`src/rtl/neuron_mac_if.sv`:
```
// Handshake and data bundle between the index-counter side and one neuron MAC.
// The master drives terms and start; the slave (the MAC) returns status and the activation.
interface neuron_mac_if #(
    parameter int DATA_W = 16
);
    logic                     start;
    logic signed [DATA_W-1:0] bias;
    logic                     in_valid;
    logic [31:0]              in_idx;
    logic signed [DATA_W-1:0] x_in;
    logic signed [DATA_W-1:0] w_in;
    logic                     busy;
    logic signed [DATA_W-1:0] y_out;
    logic                     out_valid;
    logic                     sat;
    logic                     idx_err;

    modport master (
        output start, bias, in_valid, in_idx, x_in, w_in,
        input  busy, y_out, out_valid, sat, idx_err
    );

    modport slave (
        input  start, bias, in_valid, in_idx, x_in, w_in,
        output busy, y_out, out_valid, sat, idx_err
    );
endinterface

```
`src/rtl/neuron_mac.sv`:
```
// Single-neuron dot-product engine: bias + sum(x*w), arithmetic shift, saturation and ReLU.
// Terms are taken strictly in index order; repeats are ignored, forward skips abort the neuron.
module neuron_mac #(
    parameter int DATA_W   = 16,
    parameter int FRAC_W   = 8,
    parameter int ACC_W    = 48,
    parameter int N_INPUTS = 820
) (
    input  logic          clk,
    input  logic          rstn,
    neuron_mac_if.slave   bus
);

    localparam int PROD_W = 2 * DATA_W;
    localparam logic [31:0] LAST_IDX = 32'(N_INPUTS - 1);
    localparam logic signed [DATA_W-1:0] MAX_Y   = {1'b0, {(DATA_W-1){1'b1}}};
    localparam logic signed [ACC_W-1:0]  MAX_POS = {{(ACC_W-DATA_W+1){1'b0}}, {(DATA_W-1){1'b1}}};

    typedef enum logic [1:0] {
        IDLE,
        ACCUM,
        DRAIN,
        ACT
    } state_t;

    state_t state_q, state_d;

    logic [31:0]              exp_idx_q, exp_idx_d;
    logic                     busy_q, busy_d;
    logic                     idx_err_q, idx_err_d;
    logic                     out_valid_q, out_valid_d;
    logic                     sat_q, sat_d;
    logic signed [DATA_W-1:0] y_q, y_d;

    logic                     vld_p0_q, vld_p0_d;
    logic signed [DATA_W-1:0] x_p0_q, x_p0_d;
    logic signed [DATA_W-1:0] w_p0_q, w_p0_d;
    logic                     vld_p1_q, vld_p1_d;
    logic signed [PROD_W-1:0] prod_p1_q, prod_p1_d;
    logic signed [ACC_W-1:0]  acc_q, acc_d;

    logic                     accept;
    logic                     skip_err;
    logic [DATA_W:0]          act_res;

    function automatic logic signed [PROD_W-1:0] mul_full(
        input logic signed [DATA_W-1:0] a,
        input logic signed [DATA_W-1:0] b
    );
        logic signed [PROD_W-1:0] ae;
        logic signed [PROD_W-1:0] be;
        ae = {{DATA_W{a[DATA_W-1]}}, a};
        be = {{DATA_W{b[DATA_W-1]}}, b};
        return ae * be;
    endfunction

    function automatic logic signed [ACC_W-1:0] sext_prod(
        input logic signed [PROD_W-1:0] p
    );
        return {{(ACC_W-PROD_W){p[PROD_W-1]}}, p};
    endfunction

    // Bias enters the accumulator at product scale (2*FRAC_W fraction bits).
    function automatic logic signed [ACC_W-1:0] bias_init(
        input logic signed [DATA_W-1:0] b
    );
        return {{(ACC_W-DATA_W-FRAC_W){b[DATA_W-1]}}, b, {FRAC_W{1'b0}}};
    endfunction

    // Returns {sat, y}: clip on positive overflow, ReLU forces negatives to zero unsaturated.
    function automatic logic [DATA_W:0] act_relu_sat(
        input logic signed [ACC_W-1:0] a
    );
        logic signed [ACC_W-1:0] r;
        r = a >>> FRAC_W;
        if (r[ACC_W-1]) begin
            return '0;
        end else if (r > MAX_POS) begin
            return {1'b1, MAX_Y};
        end else begin
            return {1'b0, r[DATA_W-1:0]};
        end
    endfunction

    assign accept   = (state_q == ACCUM) && bus.in_valid && (bus.in_idx == exp_idx_q);
    assign skip_err = (state_q == ACCUM) && bus.in_valid && (bus.in_idx > exp_idx_q);
    assign act_res  = act_relu_sat(acc_q);

    always_comb begin
        state_d     = state_q;
        exp_idx_d   = exp_idx_q;
        busy_d      = busy_q;
        idx_err_d   = idx_err_q;
        out_valid_d = 1'b0;
        sat_d       = sat_q;
        y_d         = y_q;

        // stage p0: capture accepted operands
        vld_p0_d = accept;
        x_p0_d   = accept ? bus.x_in : x_p0_q;
        w_p0_d   = accept ? bus.w_in : w_p0_q;

        // stage p1: full-precision product
        vld_p1_d  = vld_p0_q;
        prod_p1_d = vld_p0_q ? mul_full(x_p0_q, w_p0_q) : prod_p1_q;

        // stage p2: accumulate, wrapping modulo 2^ACC_W
        acc_d = vld_p1_q ? (acc_q + sext_prod(prod_p1_q)) : acc_q;

        unique case (state_q)
            IDLE: begin
                if (bus.start) begin
                    state_d   = ACCUM;
                    busy_d    = 1'b1;
                    acc_d     = bias_init(bus.bias);
                    exp_idx_d = '0;
                    idx_err_d = 1'b0;
                end
            end
            ACCUM: begin
                if (skip_err) begin
                    state_d   = IDLE;
                    busy_d    = 1'b0;
                    idx_err_d = 1'b1;
                    vld_p0_d  = 1'b0;
                    vld_p1_d  = 1'b0;
                end else if (accept) begin
                    exp_idx_d = exp_idx_q + 32'd1;
                    if (exp_idx_q == LAST_IDX) begin
                        state_d = DRAIN;
                    end
                end
            end
            DRAIN: begin
                // Leave once the last product is being added this cycle.
                if (vld_p1_q && !vld_p0_q) begin
                    state_d = ACT;
                end
            end
            ACT: begin
                sat_d       = act_res[DATA_W];
                y_d         = act_res[DATA_W-1:0];
                out_valid_d = 1'b1;
                busy_d      = 1'b0;
                state_d     = IDLE;
            end
            default: begin
                state_d = IDLE;
            end
        endcase
    end

    always_ff @(posedge clk or negedge rstn) begin
        if (!rstn) begin
            state_q     <= IDLE;
            exp_idx_q   <= '0;
            busy_q      <= 1'b0;
            idx_err_q   <= 1'b0;
            out_valid_q <= 1'b0;
            sat_q       <= 1'b0;
            y_q         <= '0;
            vld_p0_q    <= 1'b0;
            x_p0_q      <= '0;
            w_p0_q      <= '0;
            vld_p1_q    <= 1'b0;
            prod_p1_q   <= '0;
            acc_q       <= '0;
        end else begin
            state_q     <= state_d;
            exp_idx_q   <= exp_idx_d;
            busy_q      <= busy_d;
            idx_err_q   <= idx_err_d;
            out_valid_q <= out_valid_d;
            sat_q       <= sat_d;
            y_q         <= y_d;
            vld_p0_q    <= vld_p0_d;
            x_p0_q      <= x_p0_d;
            w_p0_q      <= w_p0_d;
            vld_p1_q    <= vld_p1_d;
            prod_p1_q   <= prod_p1_d;
            acc_q       <= acc_d;
        end
    end

    assign bus.busy      = busy_q;
    assign bus.idx_err   = idx_err_q;
    assign bus.out_valid = out_valid_q;
    assign bus.sat       = sat_q;
    assign bus.y_out     = y_q;

endmodule

```
`src/flat_wrapper.sv`:
```
// flat-port wrapper written by rule: the top's interface ports become plain ports
module neuron_mac_flat 
#(
    parameter int DATA_W   = 16,
    parameter int FRAC_W   = 8,
    parameter int ACC_W    = 48,
    parameter int N_INPUTS = 820
)
  (clk, rstn, bus_start, bus_bias, bus_in_valid, bus_in_idx, bus_x_in, bus_w_in, bus_busy, bus_y_out, bus_out_valid, bus_sat, bus_idx_err);
  neuron_mac_if #(.DATA_W(DATA_W)) bus_i ();
  input  logic clk;
  input  logic rstn;
  input wire logic [$bits(bus_i.start)-1:0] bus_start;
  input wire logic [$bits(bus_i.bias)-1:0] bus_bias;
  input wire logic [$bits(bus_i.in_valid)-1:0] bus_in_valid;
  input wire logic [$bits(bus_i.in_idx)-1:0] bus_in_idx;
  input wire logic [$bits(bus_i.x_in)-1:0] bus_x_in;
  input wire logic [$bits(bus_i.w_in)-1:0] bus_w_in;
  output wire logic [$bits(bus_i.busy)-1:0] bus_busy;
  output wire logic [$bits(bus_i.y_out)-1:0] bus_y_out;
  output wire logic [$bits(bus_i.out_valid)-1:0] bus_out_valid;
  output wire logic [$bits(bus_i.sat)-1:0] bus_sat;
  output wire logic [$bits(bus_i.idx_err)-1:0] bus_idx_err;
  assign bus_i.start = bus_start;
  assign bus_i.bias = bus_bias;
  assign bus_i.in_valid = bus_in_valid;
  assign bus_i.in_idx = bus_in_idx;
  assign bus_i.x_in = bus_x_in;
  assign bus_i.w_in = bus_w_in;
  assign bus_busy = bus_i.busy;
  assign bus_y_out = bus_i.y_out;
  assign bus_out_valid = bus_i.out_valid;
  assign bus_sat = bus_i.sat;
  assign bus_idx_err = bus_i.idx_err;
  neuron_mac #(.DATA_W(DATA_W), .FRAC_W(FRAC_W), .ACC_W(ACC_W), .N_INPUTS(N_INPUTS)) u_core (.clk(clk), .rstn(rstn), .bus(bus_i));
endmodule
```
`config.mk`:
```
export PLATFORM = sky130hd
export DESIGN_NAME = neuron_mac_flat
export DESIGN_NICKNAME = d
export VERILOG_FILES = /design/src/rtl/neuron_mac_if.sv /design/src/rtl/neuron_mac.sv /design/src/flat_wrapper.sv
export SDC_FILE = /design/constraint.sdc
export NUM_CORES = 1
export LEC_CHECK = 0
export ABC_AREA = 0
export CORE_UTILIZATION = 57
export CTS_CLUSTER_SIZE = 20
export DETAILED_ROUTE_END_ITERATION = 6
export PLACE_DENSITY_LB_ADDON = 0.08
export SLEW_MARGIN = 20
export SYNTH_ARGS = -nofsm -noshare
export SYNTH_HDL_FRONTEND = slang
export SYNTH_SLANG_ARGS = --single-unit
```
`constraint.sdc`:
```
create_clock -name clk -period 5.9 [get_ports clk]
set_input_delay 1.18 -clock clk [delete_from_list [all_inputs] [get_ports clk]]
set_output_delay 1.18 -clock clk [all_outputs]
set_load 0.02 [all_outputs]
```
==> metrics.md <==
| Metric | Value |
|---|---|
| Number of global-route vias before repair | 16.92k |
| Longest Clk Path Bufs | 2 |
| Mean Syn Cell Area | 8.925 µm² |
| Final setup fails | 8 |
| Antenna Nets Post-Route | 0 |
| Status | complete, but fails checks |
| Failing checks | setup timing |
| Hold path start | u_core.bus.sat |
| Post-synth top flop | dfrtp_1 |
| # DRC | 0 |
| Core Area | 0.03480 mm² |
| GRT overflow | 0 |
| Crit path max fanout | 7 |
| Port buffer count | 103 |
| Total die area | 0.03646 mm² |
| Pins over their slew limit | 0 |
| Post-Syn Nets | 2789 |
| Period utilization | 1.041 |
| Largest net degree at the start of global routing | 72 |
| Vias per Instance | 5.551 |
| First-pass GRT wire length | 83080 µm |
| F_max | 162.8 MHz |
| Initial antenna violation count | 0 |
| Max-cap violations | 0 |
| Fin nets | 3013 |
| Htree depth | 4 |
| Rows | 68 |
| Iter 0 DRT Violations | 944 |
| Routed len/inst | 17.25 µm |
| Initial Utilization | 0.5847 |
| Slew HR | 0.4306 |
| CP startpoint | u_core.x_p0_q[3] |
| Synth Area in Simple Gates | 0.1722 |
| P_leak | 11.97 nW |
| Post-route cell area | 0.02439 mm² |
| Vias | 16.50k |
| Worst Setup Start Kind | register |
| Worst Skew | 0.02433 ns |
| Post-synthesis sequential area ratio | 0.2066 |
| Mapped cell area | 0.02035 mm² |
| Setup crit end kind | register |
| Root buffer cell | clkbuf_16 |
| Die H | 190.9 µm |
| Arrival time worst endpoint | 6.48 ns |
| CTS buffer count | 17 |
| R2R Path Start | u_core.x_p0_q[3] |
| Final worst setup slack | -0.2443 ns |
| Synth Area in Compound Gates | 0.1113 |
| Layout area overhead | 19.86% |
| Syn Inst Count | 2280 |
| Cell Pwr Density | 155.6 mW/mm² |
| GP Congestion | 0.9365 |
| Register clock-pin slew on the reported worst setup and hold paths | 0.08 ns |
| CTS sink count | 168 |
| Fin crit period | 6.144 ns |
| Router iterations before antenna repair | 5 |
| Hold WC Path Type | register to register |
| Setup Crit Path Kind | register to register |
| Worst-skew pair later-pin latency | 0.46 ns |
| Post-Synth XOR/XNOR Area | 0.04218 |
| Seq cells post-synth | 168 |
| Dpl ws | -0.4626 ns |
| Least-Margin Pin Slew | 0.8542 ns |
| Number of I/O pins | 104 |
| CTS tree | yes |
| Tot GR Track Use | 0.2897 |
| Hold Violations, Final | 0 |
| RSZ-0062 raised after global routing | yes |
| WP data required | 6.24 ns |
| Peak supply drop | 0.2031 mV |
| Cell variety after synth | 64 |
| Asr flop ratio synth | 1.000 |
| Synth Area in Adders | 0.3584 |
| Largest family of logic cells by synthesized area | adder cells |
| Detailed placement HPWL | 40360 µm |
| Post-synthesis mux area share | 0.02429 |
| Inserted Diodes | 0 |
| Area after DPL | 0.02284 mm² |
| Post-synth EDFFs | 0 |
| Syn. warnings | 0 |
| Final Routed Wirelength | 51260 µm |
| Layout cells sized above 1 | 0.1621 |
| Die Wd | 190.9 µm |
## cell families after synthesis
kind of cell	after synthesis
simple gates	713
buf+inv	461
fa+ha+maj	425
compound gates	369
flops	168
xor+xnor	98
mux	46
## cell usage after synthesis (all sizes together) (6+ instances only)
cell,count,area (µm²)
nor2,102,382.9
a211oi,11,92.58
nand4,35,225.2
nor3b,18,135.1
xor2,20,175.2
nand3,22,122.6
a21o,61,457.9
inv,373,1400
a21oi,139,695.7
nand2b,12,75.07
o21ai,82,410.4
nor4,17,133.9
nand2,304,1141
clkbuf,78,292.8
o21bai,17,127.6
nor3,26,140.1
a31oi,9,56.30
o21a,6,45.04
o211ai,6,45.04
mux2i,19,190.2
and3,12,80.08
nor2b,14,87.58
xnor2,78,683.2
mux2,27,304.0
fa,263,5265
ha,162,2027
dfrtp,168,4204
and2,130,813.3
or3,13,86.33
buf,10,37.54
## state kept, by name, summed over array words and instances (netlist names), named ones only
register and cells:
u_core.vld_p1_q 1, u_core.bus.busy 1, u_core.bus.out_valid 1, u_core.acc_q 48, u_core.bus.idx_err 1, u_core.exp_idx_q 32
u_core.prod_p1_q 32, u_core.state_q 1, u_core.w_p0_q 16, u_core.vld_p0_q 1, u_core.x_p0_q 16, u_core.bus.y_out 16
u_core.bus.sat 1
## path summary, 6_finish.rpt
check / endpoint / slack, ns / cells past startpoint
worst max-delay path: u_core.prod_p1_q[31] / -0.24 / 23
worst min-delay path: u_core.bus.sat / 0.49 / 2
worst max register to register: u_core.prod_p1_q[31] / -0.24 / 23
worst min register to register: u_core.bus.sat / 0.49 / 2
max in group asynchronous: u_core.acc_q[7] / 4.02 / 2
min in group asynchronous: u_core.exp_idx_q[27] / 0.70 / 1
## final cells by class
class / instances / area, µm²
Sequential cell: 168 / 4237
Timing Repair Buffer: 293 / 2594
Inverter: 373 / 1405
Tap cell: 455 / 569.3
Fill cell: 2785 / 10410
Clock inverter: 15 / 182.7
Clock buffer: 17 / 425.4
Multi-Input combinational cell: 1651 / 14980
## through the flow
stage               utilization  total power, mW  TNS (ns)  hold WS, ns  cells
floorplan                     -            2.251   -0.5165       0.4557   2280
finish                   0.7009            3.794   -0.9531       0.4867   2972
detailed placement       0.6563            2.654    -3.187       0.4729   2900
CTS                      0.6873            3.814   -0.4591       0.4934   2957
global route             0.7009            4.003    -2.846       0.5196   2972
global placement         0.6563            2.629    -2.207       0.4585   2900
## layer usage
layer,part of all wire,global-route usage,vias up,wire [µm]
li1,-,-,7774,-
met1,0.44,0.3926,8239,22430
met2,0.50,0.4830,399,25390
met3,0.041,0.03672,87,2109
met4,0.026,0.09108,0,1328
met5,0,0,-,0
## power by group
group / switching (mW) / total [mW] / internal (mW)
Sequential: 0.176 / 1.50 / 1.32
Combinational: 0.663 / 1.15 / 0.485
Clock: 0.575 / 1.15 / 0.573
Total: 1.41 / 3.79 / 2.38
## cell usage in the layout, fill, tap and decap left out, drive strengths merged, types with 9 or more instances in the layout
cell and instances:
a211oi 11, a21o 61, a21oi 139, a31oi 9, and2 130, and3 12, buf 191, clkbuf 17
clkdlybuf4s50 102, dfrtp 168, fa 263, ha 162, inv 379, mux2 27, mux2i 19, nand2 304
nand2b 12, nand3 22, nand4 35, nor2 102, nor2b 14, nor3 26, nor3b 18, nor4 17
o21ai 82, o21bai 17, or3 13, xnor2 78, xor2 20
## critical path, stage by stage (launching register included)
cell       delay, ns
dfrtp_2         0.48
and2_1          0.20
fa_1            0.53
inv_1           0.05
fa_1            0.47
inv_1           0.06
fa_2            0.58
fa_1            0.41
fa_1            0.50
inv_2           0.04
fa_1            0.54
inv_2           0.05
ha_4            0.15
a21o_1          0.18
a21o_1          0.17
a21o_1          0.16
a211oi_2        0.19
nor2_1          0.12
nor4_4          0.25
buf_4           0.18
o2111ai_2       0.12
a31oi_1         0.24
xnor2_1         0.09
mux2_4          0.26
## what timing repair did
action	4_1_cts	5_1_grt
hold endpoints to repair	0	0
buffers inserted	24	18
gates cloned	1	0
endpoints found under the setup margin	16	19
gates resized for setup	90	97
pin swaps	76	70
hold buffers	0	0
Note: power is estimated with default switching activity, not from simulation.
